**src/rtl/uart_tx_fifo.sv**
```systemverilog
// -----------------------------------------------------------------------------
// uart_tx_fifo
//   Synchronous transmit FIFO between the bus TX-data register write and the
//   UART transmitter. Bytes written by the bus are queued. The head byte is
//   presented on a registered dout one cycle after an accepted read strobe.
//
// Ports
//   clk        in   system clock, rising edge
//   reset_n    in   asynchronous, active-low reset
//   flush      in   synchronous clear of contents, pointers and flags
//   wdata      in   byte to write
//   we         in   write strobe, active-high, one byte per cycle
//   re_n       in   read strobe, active-low
//   dout       out  registered head byte (holds between reads)
//   empty      out  no bytes stored
//   full       out  DEPTH bytes stored
//   afull      out  count >= AFULL_LEVEL
//   count      out  bytes stored, 0..DEPTH
//   overflow   out  sticky: write attempted while full
//   underflow  out  sticky: read attempted while empty
//   clr_flags  in   synchronous clear of overflow/underflow
// -----------------------------------------------------------------------------
module uart_tx_fifo #(
  parameter int DATA_WIDTH  = 8,
  parameter int ADDR_WIDTH  = 4,
  parameter int AFULL_LEVEL = 12
) (
  input  logic                  clk,
  input  logic                  reset_n,
  input  logic                  flush,
  input  logic [DATA_WIDTH-1:0] wdata,
  input  logic                  we,
  input  logic                  re_n,
  output logic [DATA_WIDTH-1:0] dout,
  output logic                  empty,
  output logic                  full,
  output logic                  afull,
  output logic [ADDR_WIDTH:0]   count,
  output logic                  overflow,
  output logic                  underflow,
  input  logic                  clr_flags
);

  localparam int DEPTH = 2 ** ADDR_WIDTH;

  localparam logic [ADDR_WIDTH:0]   DEPTH_CNT = {1'b1, {ADDR_WIDTH{1'b0}}};
  localparam logic [ADDR_WIDTH:0]   AFULL_CNT = AFULL_LEVEL[ADDR_WIDTH:0];
  localparam logic [ADDR_WIDTH:0]   CNT_ONE   = {{ADDR_WIDTH{1'b0}}, 1'b1};
  localparam logic [ADDR_WIDTH-1:0] PTR_ONE   = {{(ADDR_WIDTH-1){1'b0}}, 1'b1};

  logic [DATA_WIDTH-1:0] mem [DEPTH];
  logic [ADDR_WIDTH-1:0] wr_ptr;
  logic [ADDR_WIDTH-1:0] rd_ptr;

  logic                rd_acc;
  logic                wr_acc;
  logic                rd_err;
  logic                wr_err;
  logic [ADDR_WIDTH:0] rd_inc;

  // The read is decided first; a write into a full FIFO is accepted when the
  // same edge also pops a byte, so the full test uses the post-read count.
  assign rd_acc = ~re_n & (count != '0);
  assign rd_err = ~re_n & (count == '0);
  assign rd_inc = {{ADDR_WIDTH{1'b0}}, rd_acc};
  assign wr_acc = we & ((count - rd_inc) != DEPTH_CNT);
  assign wr_err = we & ~wr_acc;

  // Status decoded straight from the registered count.
  assign empty = (count == '0);
  assign full  = (count == DEPTH_CNT);
  assign afull = (count >= AFULL_CNT);

  // NOTE: the storage array has no reset; stale entries are never visible
  // because dout only loads from slots that count says are occupied.
  always_ff @(posedge clk) begin
    if (!flush && wr_acc) begin
      mem[wr_ptr] <= wdata;
    end
  end

  // NOTE: all state below uses non-blocking assignments so every register
  // sees the pre-edge values of its neighbours (e.g. dout reads the old rd_ptr).
  always_ff @(posedge clk or negedge reset_n) begin
    if (!reset_n) begin
      wr_ptr    <= '0;
      rd_ptr    <= '0;
      count     <= '0;
      dout      <= '0;
      overflow  <= 1'b0;
      underflow <= 1'b0;
    end else if (flush) begin
      wr_ptr    <= '0;
      rd_ptr    <= '0;
      count     <= '0;
      dout      <= '0;
      overflow  <= 1'b0;
      underflow <= 1'b0;
    end else begin
      if (rd_acc) begin
        dout   <= mem[rd_ptr];
        rd_ptr <= rd_ptr + PTR_ONE;
      end
      if (wr_acc) begin
        wr_ptr <= wr_ptr + PTR_ONE;
      end

      unique case ({wr_acc, rd_acc})
        2'b10:   count <= count + CNT_ONE;
        2'b01:   count <= count - CNT_ONE;
        default: count <= count;
      endcase

      // A new error event in the same cycle beats clr_flags.
      if (wr_err) begin
        overflow <= 1'b1;
      end else if (clr_flags) begin
        overflow <= 1'b0;
      end

      if (rd_err) begin
        underflow <= 1'b1;
      end else if (clr_flags) begin
        underflow <= 1'b0;
      end
    end
  end

endmodule

```
**config.mk**
```make
export PLATFORM = sky130hd
export DESIGN_NAME = uart_tx_fifo
export DESIGN_NICKNAME = d
export VERILOG_FILES = /design/src/rtl/uart_tx_fifo.sv
export SDC_FILE = /design/constraint.sdc
export NUM_CORES = 1
export LEC_CHECK = 0
export CAP_MARGIN = 15
export CORE_MARGIN = 4
export CORE_UTILIZATION = 50
export CTS_CLUSTER_SIZE = 12
export DETAILED_ROUTE_END_ITERATION = 12
export PLACE_DENSITY = 0.74
export SYNTH_ARGS = -nofsm -noshare
export SYNTH_HDL_FRONTEND = slang
export SYNTH_SLANG_ARGS = --single-unit
```
**constraint.sdc**
```tcl
create_clock -name clk -period 4.6 [get_ports clk]
set_input_delay 0.92 -clock clk [delete_from_list [all_inputs] [get_ports clk]]
set_output_delay 0.92 -clock clk [all_outputs]
set_load 0.03 [all_outputs]
```
[After elaboration in Yosys (flattened, before gate mapping)]
Memory sizes are Yosys's and may differ from the RTL's.
Index checks and enable logic that the tools add are counted.
Word-level totals
  flip-flop bits (word level): 23
  bits in read-only memories: 0
  memories kept: 1
  latch bits: 0
  input bits: 14
  RAM bits: 128
Memory list
  mem: depth 16, width 8, read ports 1, clocked after memory_dff 0, wr ports 1, line 51  | logic [DATA_WIDTH-1:0] mem [DEPTH];
Cells by class
  reduce and logical (&&, ||, !) cells: 9
  divide/modulo/power cells: 0
  bitwise logic cells: 6
  $lt $le $gt $ge: 1
  multiply operators: 0
  multiplexer cells: 15
  shifts and indexed selects: 0
  $add $sub $neg: 5
  eq/ne operators: 4
Operators by type and width (count)
  two-way mux 4 bit: 4
  two-way mux 8 bit: 2
  one-hot mux 5 bit (2 select lines): 1
  nonzero test 3 bit: 3
  adder 4 x 1 -> 4 bit, second input constant: 2
  two-way mux 1 bit: 7
  adder 5 x 1 -> 5 bit, second input constant: 1
  equality test 5 bit, second input constant: 1
  greater-or-equal comparator 5 x 4 -> 1 bit, second input constant: 1
  logical NOT 5 bit: 1
  two-way mux 5 bit: 1
  != test 5 bit, second input constant: 1
  nonzero test 5 bit: 1
  subtractor 5 x 1 -> 5 bit: 1
  subtractor 5 x 1 -> 5 bit, second input constant: 1
  bitwise AND 1 bit: 4
  nonzero test 2 bit: 2
  equality test 2 x 1 -> 1 bit, second input constant: 1
  equality test 2 bit, second input constant: 1
  NOT 1 bit: 2
  logical AND 1 bit: 1
  logical NOT 1 bit: 1

[Longest topological paths before layout]
  depth in word-level cells: 9
  mapped depth: 15

[Worst setup path before layout]
Ideal clock, no wire load.
  path type: register to register
  start point: reg count[0]
  end point: reg count[4]
  path buffers: 1
  arrival: 3936 ps
  setup slack: 587 ps
  library setup time: 78 ps
  cell stages (with the launch flop): 16
  required time: 4522 ps
  cell sequence: dfrtp_1 -> or4_4 -> o21bai_4 -> inv_2 -> ha_1 -> xnor2_1 -> a41oi_1 -> buf_2 -> nand2b_1 -> inv_1 -> ha_1 -> nor2b_1 -> o21a_1 -> or4_1 -> a21o_1 -> a21oi_1
Between the ends
  word-level cells in the longest chain between the ends: 8
  elaborated cells on any way between the ends: 12
  those cells by class: add/sub: 3; eq/ne: 3; mux: 2; bitwise: 2; reduce/logical: 2
Ends and longest elaborated chain
  start, declared: line 38  | output logic [ADDR_WIDTH:0] count,
  start signal, assigned: line 109  | 2'b10: count <= count + CNT_ONE;
  start signal, assigned: line 110  | 2'b01: count <= count - CNT_ONE;
  start signal, assigned: line 111  | default: count <= count;
  nonzero test 5 bit: line 63  | assign rd_acc = ~re_n & (count != '0);
  bitwise AND 1 bit: line 63
  subtractor 5 x 1 -> 5 bit: line 66  | assign wr_acc = we & ((count - rd_inc) != DEPTH_CNT);
  != test 5 bit: line 66
  bitwise AND 1 bit: line 66
  equality test 2 x 1 -> 1 bit / equality test 2 bit (equally long branches): line 108  | unique case ({wr_acc, rd_acc})
  one-hot mux 5 bit (2 select lines): line 108
  two-way mux 5 bit: line 92  | end else if (flush) begin
Parallel ways exist; a longest one is shown, timed or not.
A chain may end at the register's enable or synchronous reset.

[Worst setup path after layout]
Same ends and word-level chain as after synthesis.

==> metrics.txt <==
Die ar. 14200 sq um; input/output buffers 31; Max clock buf depth 2; Reg-to-Reg Start count[0]; Setup Fix Bufs, Post-CTS 0; FF+latch count, synth 151; Root Driver clkbuf_16; die height 119 um; Slew headroom 24.8%; clk_lat worst skew 0.42 ns; router iterations before antenna repair 4; hold buffer count at cts 0; Final Hold Vio Count 0; post-CTS resize count 0; FP Rows 40; asr flop ratio synth 15.2%; crit share post-route 87.2%; Power Dens Cells 515 nW/um^2; Overall Global Routing Usage 18.5%; Tightest Hold Check Type reg -> reg; Die Wd 119 um; Final setup viols 0; Via density 5.65; final clock skew 0.0117 ns; RSZ-0062 raised after global routing false; total CTS buffers 17; startpoint types flip-flop; share of the synthesized area in the top cell type 62.1%; Min-Delay Path Depth 2; final net count 415; antenna violations before repair 0; clk sink count 151; H-tree Lvls 4; total routed wirelength 12.5 mm; warnings from Yosys 0; worst vdd ir 0.552 mV; ANT nets after route 0; DP Wirelength 7.64 mm; RR Endpoint count[4]; synthesis-to-layout area growth 19.0%; Max-Cap Viols 0; Arr. time, crit path 4.35 ns; maximum number of pins on one net before global-route repair 34; synthesized net count 361; actual slew at the worst max-slew pin 1.13 ns; Seq/Total Area, Yosys 71.4%; Synth Area per Inst 18.4 sq um; Post-synth top flop edfxtp_1; min-delay src underflow; FF-to-FF path depth 14; Synth area leaders edfxtp_1 62%, mux4_2 12%, dfrtp_1 9.3%, mux2i_1 2.9%, nor2_1 2.1%; CP required 4.94 ns; CTS tree done; n_diodes 0; GPL Wtd Cong 0.834; fmax 249 MHz; total power 3.79 mW; WL/cell 21.9 um; Final min period 4.01 ns; most common cell in the netlist edfxtp_1; synth unique cells 37; Starting Density 51.3%; reg2reg setup slack 0.59 ns; fin. max-slew vios 0; GR Overflow Total 0; EDFF count, synth 128; CP Capture Type flip-flop; CP max FO 14; Cell Area, Synth 6190 sq um; 1st-iter DRT viols 256; outcome finished clean; vias in the first global route 3219; WS Path Type reg -> reg; global-route wire length before repair 19.1 mm; Post-route DRC 0; setup tns final 0 ns; core box area 12100 sq um; share of layout cells above drive strength 1 22.3%; WHS Endpoint underflow; dominant cell type by area after synthesis edfxtp_1; IO Count 32; Post-synth top cells 128 x edfxtp_1, 35 x nor2_1, 32 x mux4_2; via count 3224; static leakage 2.50 nW; Mapped Cells 337; fillers 865; Clock Pin Slew Worst Setup and Hold Paths 0.06 ns
[sequential cells by signal, indices dropped and copies added, names as in the netlist]
signal / cells
mem: 128
wr_ptr: 4
rd_ptr: 4
underflow: 1
dout: 8
count: 5
overflow: 1
[worst max-delay path, stage by stage, from the launching register on]
cell      delay, ns
dfrtp_1        0.43
or4_4          0.60
o21bai_4       0.40
inv_2          0.17
ha_1           0.23
xnor2_1        0.13
a41oi_1        0.28
nand2b_1       0.18
inv_1          0.09
ha_1           0.32
nor2b_1        0.14
o21a_1         0.20
or4_1          0.43
a21o_1         0.20
a21oi_1        0.14
[metrics by stage]
| step | cells | setup slack (ns) | hold WS (ns) | area, sq um | util (%) |
|---|---|---|---|---|---|
| 2_1_floorplan | 337 | 0.587 | 0.558 | 6190 | - |
| 3_3_place_gp | 539 | 0.521 | 0.506 | 6780 | 56.2 |
| 3_5_place_dp | 539 | 0.391 | 0.509 | 6780 | 56.2 |
| 4_1_cts | 570 | 0.593 | 0.522 | 7330 | 60.8 |
| 5_1_grt | 571 | 0.316 | 0.576 | 7360 | 61.0 |
| 6_report | 571 | 0.587 | 0.515 | 7360 | 61.0 |
[where the power goes]
part	leakage [nW]	internal [mW]	switching [mW]
Combinational	0.768	0.372	0.404
Clock	0.270	0.790	0.532
Sequential	1.46	1.55	0.137
[layout make-up]
class,count,area (sq um),area share (%)
multi-input cells,160,1650,22.4
clock inverters,13,129,1.75
flip-flops and latches,151,4420,60.0
inverters,9,33.8,0.459
repair buffers,52,488,6.63
clock buffers,18,429,5.83
well taps,168,210,2.86
[layer usage]
layer | up-vias | track usage, % | wire length, um
met3 | 14 | 4.61 | 679
met1 | 1648 | 25.7 | 5440
met5 | - | 0 | 0
met2 | 124 | 28.8 | 6250
li1 | 1438 | - | -
met4 | 0 | 6.52 | 138
[how the worst max path moves through the flow]
| stage | startpoint | endpoint | slack [ns] | depth (start not counted) |
|---|---|---|---|---|
| 2_1_floorplan | count[0] | count[4] | 0.59 | 15 |
| 3_3_place_gp | re_n | count[4] | 0.52 | 14 |
| 3_5_place_dp | re_n | count[4] | 0.39 | 14 |
| 4_1_cts | count[0] | count[4] | 0.59 | 14 |
| 5_1_grt | count[0] | count[4] | 0.32 | 14 |
| 6_report | count[0] | count[4] | 0.59 | 14 |
[kinds of logic after synthesis]
kind of cell,count (synthesis),synth area share [%]
XOR/XNOR,10,1.54
multiplexers,50,14.6
buffers and inverters,26,1.86
flip-flops,151,71.4
AO/OA/AOI/OAI,21,2.95
adder cells (fa/ha/maj),10,2.14
AND/OR/NAND/NOR,69,5.50
[placed cells by master (no fill, tap or decap), types with 3 or more instances in the layout]
cell,synthesis,layout
edfxtp_1,128,128
clkdlybuf4s50_1,0,31
clkinvlp_4,0,3
clkbuf_16,0,17
mux4_2,32,32
o221ai_1,8,8
mux2i_1,18,18
buf_4,0,20
clkinv_2,0,5
a21oi_1,5,5
xnor2_1,5,5
nand2_1,11,11
xor2_1,4,4
dfrtp_1,23,22
nor2_1,35,35
nand4_1,3,3
nand3b_1,9,9
inv_1,8,8
ha_1,9,9
Power figures use the tool's default switching activity.
